File: src/rtl/clkfreq_pkg.sv
// Shared types and constants for the gated clock frequency meter.
package clkfreq_pkg;

  typedef enum logic [1:0] {
    IDLE = 2'd0,
    GATE = 2'd1,
    DONE = 2'd2
  } state_t;

  localparam int unsigned GATE_CYCLES_DEF = 200000;
  localparam int unsigned CNT_W_DEF       = 32;
  localparam int unsigned SYS_CLK_HZ      = 200_000_000;

  // Gate timer width; never below one bit so tiny windows still elaborate.
  function automatic int unsigned timer_width(input int unsigned cycles);
    return (cycles <= 2) ? 1 : $clog2(cycles);
  endfunction

endpackage

File: src/rtl/sync_rise_det.sv
// Two-flop synchronizer plus edge register producing a single-cycle rise pulse
// for an input asynchronous to i_clk.
module sync_rise_det (
  input  logic i_clk,
  input  logic i_rst,
  input  logic i_async,
  output logic o_rise_c
);

  logic r_sync1;
  logic r_sync2;
  logic r_sync3;

  always_ff @(posedge i_clk or posedge i_rst) begin
    if (i_rst) begin
      r_sync1 <= 1'b0;
      r_sync2 <= 1'b0;
      r_sync3 <= 1'b0;
    end else begin
      r_sync1 <= i_async;
      r_sync2 <= r_sync1;
      r_sync3 <= r_sync2;
    end
  end

  assign o_rise_c = r_sync2 & ~r_sync3;

endmodule

File: src/rtl/clkfreq_meter.sv
// Gated frequency counter: counts synchronized rising edges of meas_in over a
// window of GATE_CYCLES clk200m cycles and reports the result with a done pulse.
module clkfreq_meter
  import clkfreq_pkg::*;
#(
  parameter int unsigned GATE_CYCLES = GATE_CYCLES_DEF,
  parameter int unsigned CNT_W       = CNT_W_DEF
) (
  input  logic             clk200m,
  input  logic             rst,
  input  logic             meas_in,
  input  logic             start,
  input  logic             cont,
  output logic             busy,
  output logic             done,
  output logic [CNT_W-1:0] count,
  output logic             overflow
);

  localparam int unsigned TMR_W = timer_width(GATE_CYCLES);
  localparam logic [TMR_W-1:0] TMR_LAST = TMR_W'(GATE_CYCLES - 1);

  state_t             r_state;
  logic [TMR_W-1:0]   r_timer;
  logic [CNT_W-1:0]   r_cnt;
  logic               r_sat;
  logic               r_busy;
  logic               r_done;
  logic [CNT_W-1:0]   r_count;
  logic               r_overflow;

  logic               w_rise;
  logic               w_at_max;
  logic [CNT_W-1:0]   w_cnt_nxt;
  logic               w_sat_nxt;

  sync_rise_det u_sync (
    .i_clk    (clk200m),
    .i_rst    (rst),
    .i_async  (meas_in),
    .o_rise_c (w_rise)
  );

  // Saturating edge count including the edge seen in the current cycle.
  always_comb begin
    w_at_max  = &r_cnt;
    w_cnt_nxt = r_cnt;
    w_sat_nxt = r_sat;
    if (w_rise) begin
      if (w_at_max) w_sat_nxt = 1'b1;
      else          w_cnt_nxt = r_cnt + CNT_W'(1);
    end
  end

  always_ff @(posedge clk200m or posedge rst) begin
    if (rst) begin
      r_state    <= IDLE;
      r_timer    <= '0;
      r_cnt      <= '0;
      r_sat      <= 1'b0;
      r_busy     <= 1'b0;
      r_done     <= 1'b0;
      r_count    <= '0;
      r_overflow <= 1'b0;
    end else begin
      r_done <= 1'b0;
      case (r_state)
        IDLE: begin
          if (start || cont) begin
            r_state <= GATE;
            r_busy  <= 1'b1;
            r_timer <= '0;
            r_cnt   <= '0;
            r_sat   <= 1'b0;
          end
        end
        GATE: begin
          r_cnt   <= w_cnt_nxt;
          r_sat   <= w_sat_nxt;
          r_timer <= r_timer + TMR_W'(1);
          if (r_timer == TMR_LAST) begin
            r_state    <= DONE;
            r_busy     <= 1'b0;
            r_done     <= 1'b1;
            r_count    <= w_cnt_nxt;
            r_overflow <= w_sat_nxt;
          end
        end
        DONE: begin
          // start is ignored here; only cont re-arms without a dead IDLE cycle.
          if (cont) begin
            r_state <= GATE;
            r_busy  <= 1'b1;
            r_timer <= '0;
            r_cnt   <= '0;
            r_sat   <= 1'b0;
          end else begin
            r_state <= IDLE;
          end
        end
        default: begin
          r_state <= IDLE;
          r_busy  <= 1'b0;
        end
      endcase
    end
  end

  assign busy     = r_busy;
  assign done     = r_done;
  assign count    = r_count;
  assign overflow = r_overflow;

endmodule

File: config.mk
export PLATFORM = sky130hd
export DESIGN_NAME = clkfreq_meter
export DESIGN_NICKNAME = d
export VERILOG_FILES = /design/src/rtl/clkfreq_pkg.sv /design/src/rtl/sync_rise_det.sv /design/src/rtl/clkfreq_meter.sv
export SDC_FILE = /design/constraint.sdc
export NUM_CORES = 1
export LEC_CHECK = 0
export CAP_MARGIN = 40
export CORE_MARGIN = 2
export CORE_UTILIZATION = 40
export DETAILED_ROUTE_END_ITERATION = 16
export GPL_ROUTABILITY_DRIVEN = 0
export PLACE_DENSITY = 0.57
export REMOVE_ABC_BUFFERS = 1
export SYNTH_ARGS = -nofsm -noshare
export SYNTH_HDL_FRONTEND = slang
export SYNTH_SLANG_ARGS = --single-unit
File: constraint.sdc
create_clock -name clk200m -period 2.9 [get_ports clk200m]
set_input_delay 0.29 -clock clk200m [delete_from_list [all_inputs] [get_ports clk200m]]
set_output_delay 0.29 -clock clk200m [all_outputs]
set_load 0.02 [all_outputs]
==> flow_summary.json, run 1 <==
{
  "timing.rr.end": "count[25]",
  "die_w_um": 112,
  "timing.hold.ws_ns": 0.323,
  "drc_errors": 0,
  "timing.reg2reg.setup_slack_ns": 0.32,
  "pre_cts_ws_ns": 0.337,
  "cts_hold_buf": 0,
  "drv_cap": 0,
  "synth_mux_area_share_pct": 0.432,
  "floorplan.rows": 39,
  "total_cts_buffers": 9,
  "leakage_power_nw": 2.28,
  "n_antenna_cell": 0,
  "die_height_um": 112,
  "final-max-slew-violation-count": 0,
  "wire_length_of_the_first_global_routing_pass_mm": 18.5,
  "mean_instance_size_in_the_synthesized_netlist_um2": 9.29,
  "drive_above_1_share_pct": 6.89,
  "tritoncts": "yes",
  "grt_setup_unrepaired": "false",
  "clk_latency_ns": 0.35,
  "powerDensity_nw_per_um2": 540,
  "grt_pass1_vias": 3759,
  "layout_commonest_cell": "sky130_fd_sc_hd__dfrtp_1",
  "fp.dieArea_um2": 12500,
  "cts.sinks": 91,
  "htree_num_levels": 3,
  "detailedPlacementHpwl_mm": 7.03,
  "netlist_instances": 499,
  "placed_area_um2": 5190,
  "worstPathBufferInverterCount": 0,
  "cts-root-to-sink-buffers": 2,
  "vdd_drop_max_mv": 0.283,
  "slew_headroom_pct": 58.4,
  "timing.critical_path.cells": "ha_1 > nand4_1 > or4_1 > o21ai_4 > or3_1 > xor2_1 > o21ai_1",
  "nFillCells": 1079,
  "synth-xor-area-share_pct": 8.69,
  "postCtsSetupBuffers": 0,
  "synth_compound_area_share_pct": 16.2,
  "ys_seq_area_share_pct": 49.1,
  "post-route-worst-setup-slack_ns": 0.319,
  "syn_area_um2": 4640,
  "crit_path_start_kind": "flip-flop",
  "drt_iter0_markers": 205,
  "num_vias": 3768,
  "finalCritPeriodShare_pct": 89.0,
  "worst_setup_path_end_kind": "flip-flop",
  "number_of_hold_slack_violations_in_the_final_timing_report": 0,
  "adder_and_majority_cell_fraction_of_the_synthesized_area_pct": 0.540,
  "cell_family_with_the_largest_share_of_critical_path_delay": "simple AND/OR/NAND/NOR gates",
  "postSynthRegisterBits": 91,
  "async_flop_share_pct": 100,
  "status": "complete, no violations",
  "antenna_found_initial": 0,
  "synthToLayoutAreaGrowth_pct": 17.7,
  "fmax_mhz": 387,
  "crit_slowest_cell": "sky130_fd_sc_hd__or4_1",
  "min_path_type": "in -> async",
  "grt_start_max_net_pins": 59,
  "clk_root_buffer_cell": "sky130_fd_sc_hd__clkbuf_16",
  "r2r_cells": 7,
  "synth_cell_type_count": 52,
  "dr_pass1_iterations": 4,
  "core_region_area_um2": 11400,
  "initial_core_util_pct": 40.8,
  "fin_skew_ns": 0.0118,
  "period_needed_ns": 2.58,
  "largest_incremental_delay_on_the_critical_path_ns": 0.69,
  "synth_edf_count": 0,
  "wirelength_mm": 10.5,
  "fin_total_pwr_mw": 2.95,
  "worst_setup_hold_path_clk_slew_ns": 0.06,
  "timing.rr.start": "r_cnt[0]",
  "critical_path_arrival_ns": 2.80,
  "placement.io_buffers": 39,
  "wire_per_inst_um": 15.5,
  "critPathRequiredTime_ns": 3.12,
  "worst-setup-path-type": "reg -> reg",
  "finalSetupViolations": 0,
  "ioPinCount": 40,
  "yosysWarningCount": 0,
  "most-common-layout-cells": "sky130_fd_sc_hd__dfrtp_1, sky130_fd_sc_hd__nand2_1, sky130_fd_sc_hd__o21ai_0, sky130_fd_sc_hd__clkdlybuf4s50_1, sky130_fd_sc_hd__nor2_1",
  "cts_repair_resize_count": 0,
  "timing.critical_path.fanout_max": 10,
  "postLayoutCellArea_um2": 5460,
  "synth_simple_gate_area_share_pct": 21.5,
  "synth_top_flop_cell": "sky130_fd_sc_hd__dfrtp_1",
  "avgViaCountPerCell": 5.54,
  "timing_worst_slew_pin_value_ns": 0.624,
  "design.final.nets": 540,
  "remaining_antenna_violation_count": 0,
  "synth_top_family_by_area": "simple AND/OR/NAND/NOR gates",
  "grt_overall_usage_pct": 18.2,
  "gr_ovfl_total": 0
}
==> worst max path at each step <==
stage | startpoint | cells after the start | slack (ns) | to
after floorplan | r_state[1] | 5 | -0.02 | count[27]
after global placement | r_cnt[0] | 7 | 0.35 | r_cnt[23]
after detailed placement | r_cnt[0] | 7 | 0.34 | count[25]
after CTS | r_cnt[0] | 7 | 0.32 | count[25]
after global routing | r_cnt[0] | 7 | 0.15 | r_cnt[18]
final | r_cnt[0] | 7 | 0.32 | count[25]
==> area by class of cell <==
cell class                      count  area, µm²  share of cell area [%]
Sequential cell                    91       2280                    41.7
Multi-Input combinational cell    370       2200                    40.3
Timing Repair Buffer               53        508                    9.31
Clock buffer                       13        250                    4.59
Tap cell                          143        179                    3.28
Inverter                            8       31.3                   0.573
Clock inverter                      2       12.5                   0.229
==> Yosys cell counts, types with 2 or more instances <==
| library cell | count | area, µm² |
|---|---|---|
| sky130_fd_sc_hd__xnor2_1 | 21 | 184 |
| sky130_fd_sc_hd__o31ai_1 | 12 | 90.1 |
| sky130_fd_sc_hd__and2_1 | 5 | 31.3 |
| sky130_fd_sc_hd__ha_1 | 2 | 25.0 |
| sky130_fd_sc_hd__nand2_1 | 66 | 248 |
| sky130_fd_sc_hd__nand3_1 | 24 | 120 |
| sky130_fd_sc_hd__inv_1 | 8 | 30.0 |
| sky130_fd_sc_hd__a31oi_1 | 20 | 125 |
| sky130_fd_sc_hd__or3_1 | 5 | 31.3 |
| sky130_fd_sc_hd__dfrtp_1 | 91 | 2280 |
| sky130_fd_sc_hd__o21ai_1 | 2 | 10.0 |
| sky130_fd_sc_hd__buf_2 | 8 | 40.0 |
| sky130_fd_sc_hd__nand2b_1 | 4 | 25.0 |
| sky130_fd_sc_hd__nand4_1 | 14 | 87.6 |
| sky130_fd_sc_hd__nor2_1 | 32 | 120 |
| sky130_fd_sc_hd__clkbuf_1 | 20 | 75.1 |
| sky130_fd_sc_hd__and3_1 | 12 | 75.1 |
| sky130_fd_sc_hd__nor4_1 | 6 | 37.5 |
| sky130_fd_sc_hd__o211a_1 | 2 | 20.0 |
| sky130_fd_sc_hd__xor2_1 | 25 | 219 |
| sky130_fd_sc_hd__or4_1 | 4 | 30.0 |
| sky130_fd_sc_hd__mux2i_1 | 2 | 20.0 |
| sky130_fd_sc_hd__a21o_1 | 3 | 22.5 |
| sky130_fd_sc_hd__a21oi_1 | 16 | 80.1 |
| sky130_fd_sc_hd__o21ai_0 | 58 | 290 |
| sky130_fd_sc_hd__nor3_1 | 6 | 30.0 |
| sky130_fd_sc_hd__and4_1 | 6 | 52.6 |
==> registers in the layout (all words and copies together) (netlist names) <==
signal	count
busy	1
count	32
done	1
overflow	1
r_cnt	32
r_sat	1
r_state	2
r_timer	18
u_sync.r_sync1	1
u_sync.r_sync2	1
u_sync.r_sync3	1
==> logic make-up (layout without fill, tap and decap cells) <==
| family | count (synthesis) | count (layout) |
|---|---|---|
| AND/OR/NAND/NOR | 195 | 195 |
| XOR/XNOR | 46 | 46 |
| buffers and inverters | 38 | 76 |
| AO/OA/AOI/OAI | 125 | 125 |
| flip-flops | 91 | 91 |
| multiplexers | 2 | 2 |
| adder cells (fa/ha/maj) | 2 | 2 |
==> worst register-to-register path: stages (launching register included) <==
cell and delay, ns:
sky130_fd_sc_hd__dfrtp_1 0.44, sky130_fd_sc_hd__ha_1 0.27, sky130_fd_sc_hd__nand4_1 0.17, sky130_fd_sc_hd__or4_1 0.69, sky130_fd_sc_hd__o21ai_4 0.37, sky130_fd_sc_hd__or3_1 0.28
sky130_fd_sc_hd__xor2_1 0.18, sky130_fd_sc_hd__o21ai_1 0.07
==> routing by layer <==
metal  track usage (%)  wire length, µm  vias to the layer above
met5                 0                0                        -
met4              8.07              204                        0
met3              3.70              350                       17
met2              28.6             4880                       77
met1              24.6             5100                     1822
li1                  -                -                     1852
==> power by group <==
group	switching, mW	total, mW	internal [mW]
clock network	0.473	1.07	0.599
registers	0.149	1.52	1.37
logic	0.203	0.356	0.153
==> metrics by stage <==
step	util (%)	cells	setup TNS, ns
3_5_place_dp	45.7	665	0
2_1_floorplan	-	469	-0.0207
6_report	48.0	680	0
3_3_place_gp	45.6	664	0
5_1_grt	48.0	680	0
4_1_cts	48.0	680	0
No activity file was read; power rests on OpenSTA's default activity.
==> inputs of run 2 (changes only) <==
--- a/config.mk
+++ b/config.mk
@@ -7,10 +7,10 @@
 export LEC_CHECK = 0
 export CAP_MARGIN = 40
 export CORE_MARGIN = 2
-export CORE_UTILIZATION = 40
+export CORE_UTILIZATION = 32
 export DETAILED_ROUTE_END_ITERATION = 16
 export GPL_ROUTABILITY_DRIVEN = 0
-export PLACE_DENSITY = 0.57
+export PLACE_DENSITY = 0.47
 export REMOVE_ABC_BUFFERS = 1
 export SYNTH_ARGS = -nofsm -noshare
 export SYNTH_HDL_FRONTEND = slang
==> flow_summary.json, run 2 (synthesis gave the netlist of run 1 again) <==
{
  "timing.rr.end": "count[2]",
  "worst_setup_path_end_kind": "flip-flop",
  "die_height_um": 124,
  "clk_latency_ns": 0.34,
  "number_of_hold_slack_violations_in_the_final_timing_report": 0,
  "wirelength_mm": 11.2,
  "drt_iter0_markers": 223,
  "cts_repair_resize_count": 0,
  "cts-root-to-sink-buffers": 2,
  "die_w_um": 124,
  "worst_setup_hold_path_clk_slew_ns": 0.06,
  "wire_per_inst_um": 15.8,
  "timing_worst_slew_pin_value_ns": 0.646,
  "htree_num_levels": 3,
  "r2r_cells": 8,
  "powerDensity_nw_per_um2": 535,
  "core_region_area_um2": 14000,
  "n_antenna_cell": 0,
  "status": "complete, no violations",
  "post-route-worst-setup-slack_ns": 0.328,
  "timing.rr.start": "r_cnt[0]",
  "timing.critical_path.cells": "ha_1 > nand4_1 > nor4_1 > a21oi_1 > buf_4 > nand2_1 > xor2_1 > o21ai_0",
  "initial_core_util_pct": 33.0,
  "clk_root_buffer_cell": "sky130_fd_sc_hd__clkbuf_16",
  "dr_pass1_iterations": 4,
  "num_vias": 3728,
  "design.final.nets": 537,
  "placement.io_buffers": 39,
  "gr_ovfl_total": 0,
  "timing.hold.ws_ns": 0.327,
  "critPathRequiredTime_ns": 3.12,
  "fin_skew_ns": 0.00712,
  "slew_headroom_pct": 56.5,
  "crit_path_start_kind": "flip-flop",
  "cts.sinks": 91,
  "ioPinCount": 40,
  "crit_slowest_cell": "sky130_fd_sc_hd__nor4_1",
  "grt_start_max_net_pins": 59,
  "detailedPlacementHpwl_mm": 7.33,
  "antenna_found_initial": 0,
  "cts_hold_buf": 0,
  "total_cts_buffers": 9,
  "worst-setup-path-type": "reg -> reg",
  "min_path_type": "in -> async",
  "wire_length_of_the_first_global_routing_pass_mm": 18.3,
  "postCtsSetupBuffers": 0,
  "leakage_power_nw": 2.26,
  "critical_path_arrival_ns": 2.79,
  "pre_cts_ws_ns": 0.386,
  "finalCritPeriodShare_pct": 88.7,
  "crit_path_depth": 8,
  "timing.critical_path.fanout_max": 8,
  "grt_overall_usage_pct": 14.5,
  "grt_setup_unrepaired": "false",
  "tritoncts": "yes",
  "drv_cap": 0,
  "worstPathBufferInverterCount": 1,
  "timing.reg2reg.setup_slack_ns": 0.33,
  "period_needed_ns": 2.57,
  "vdd_drop_max_mv": 0.285,
  "synthToLayoutAreaGrowth_pct": 17.9,
  "final-max-slew-violation-count": 0,
  "layout_commonest_cell": "sky130_fd_sc_hd__dfrtp_1",
  "drive_above_1_share_pct": 6.02,
  "floorplan.rows": 43,
  "fmax_mhz": 389,
  "remaining_antenna_violation_count": 0,
  "drc_errors": 0,
  "finalSetupViolations": 0,
  "largest_incremental_delay_on_the_critical_path_ns": 0.59,
  "fp.dieArea_um2": 15500,
  "most-common-layout-cells": "sky130_fd_sc_hd__dfrtp_1, sky130_fd_sc_hd__nand2_1, sky130_fd_sc_hd__o21ai_0, sky130_fd_sc_hd__clkdlybuf4s50_1, sky130_fd_sc_hd__nor2_1",
  "avgViaCountPerCell": 5.24,
  "grt_pass1_vias": 3538,
  "cell_family_with_the_largest_share_of_critical_path_delay": "simple AND/OR/NAND/NOR gates"
}
-- run 2: cell types whose count changed in the layout (fill, tap and decap cells not counted) --
cell / before / now
sky130_fd_sc_hd__buf_4: 13 / 10
sky130_fd_sc_hd__clkinv_2: 2 / 1
sky130_fd_sc_hd__clkinvlp_4: 1 / 0
-- run 2: worst max path at each step --
stage	slack, ns	endpoint	startpoint
finish	0.33	count[2]	r_cnt[0]
CTS	0.34	count[2]	r_cnt[0]
global placement	0.39	count[2]	r_cnt[0]
global route	0.07	r_cnt[0]	r_cnt[0]
floorplan	-0.02	count[27]	r_state[1]
detailed placement	0.39	count[30]	r_cnt[0]
-- run 2: cell type report --
type	instances	area, µm²
tap	180	225
clock buffer	13	250
sequential	91	2280
timing repair buffer	50	485
inverter	8	31.3
multi-input combinational	370	2200
fill	1407	8580
-- run 2: per-layer routing --
layer | global-route usage [%] | vias up | wire length [µm]
met5 | 0 | - | 0
met4 | 5.16 | 0 | 138
met3 | 3.01 | 9 | 283
met2 | 22.5 | 51 | 5130
met1 | 20.1 | 1827 | 5680
li1 | - | 1841 | -
-- run 2: stage by stage --
stage / power, mW / instance area, µm² / std cells / setup TNS (ns) / util (%)
final: 2.92 / 5470 / 712 / 0 / 38.9
after CTS: 2.97 / 5470 / 712 / 0 / 38.9
after floorplan: 1.77 / 4500 / 469 / -0.0207 / -
after detailed placement: 1.89 / 5220 / 699 / 0 / 37.1
after global routing: 3.07 / 5470 / 712 / 0 / 38.9
after global placement: 1.88 / 5220 / 699 / 0 / 37.1
-- run 2: report_power, final --
part           switching [mW]  leakage (nW)  total (mW)  internal [mW]
Clock                   0.462         0.122        1.05          0.591
Combinational           0.190         0.904       0.337          0.147
Sequential              0.161          1.23        1.53           1.37
-- run 2: worst register-to-register path, cell delays in order (launching register included) --
cell                      delay [ns]
sky130_fd_sc_hd__dfrtp_1        0.43
sky130_fd_sc_hd__ha_1           0.27
sky130_fd_sc_hd__nand4_1        0.18
sky130_fd_sc_hd__nor4_1         0.59
sky130_fd_sc_hd__a21oi_1        0.36
sky130_fd_sc_hd__buf_4          0.26
sky130_fd_sc_hd__nand2_1        0.11
sky130_fd_sc_hd__xor2_1         0.17
sky130_fd_sc_hd__o21ai_0        0.09
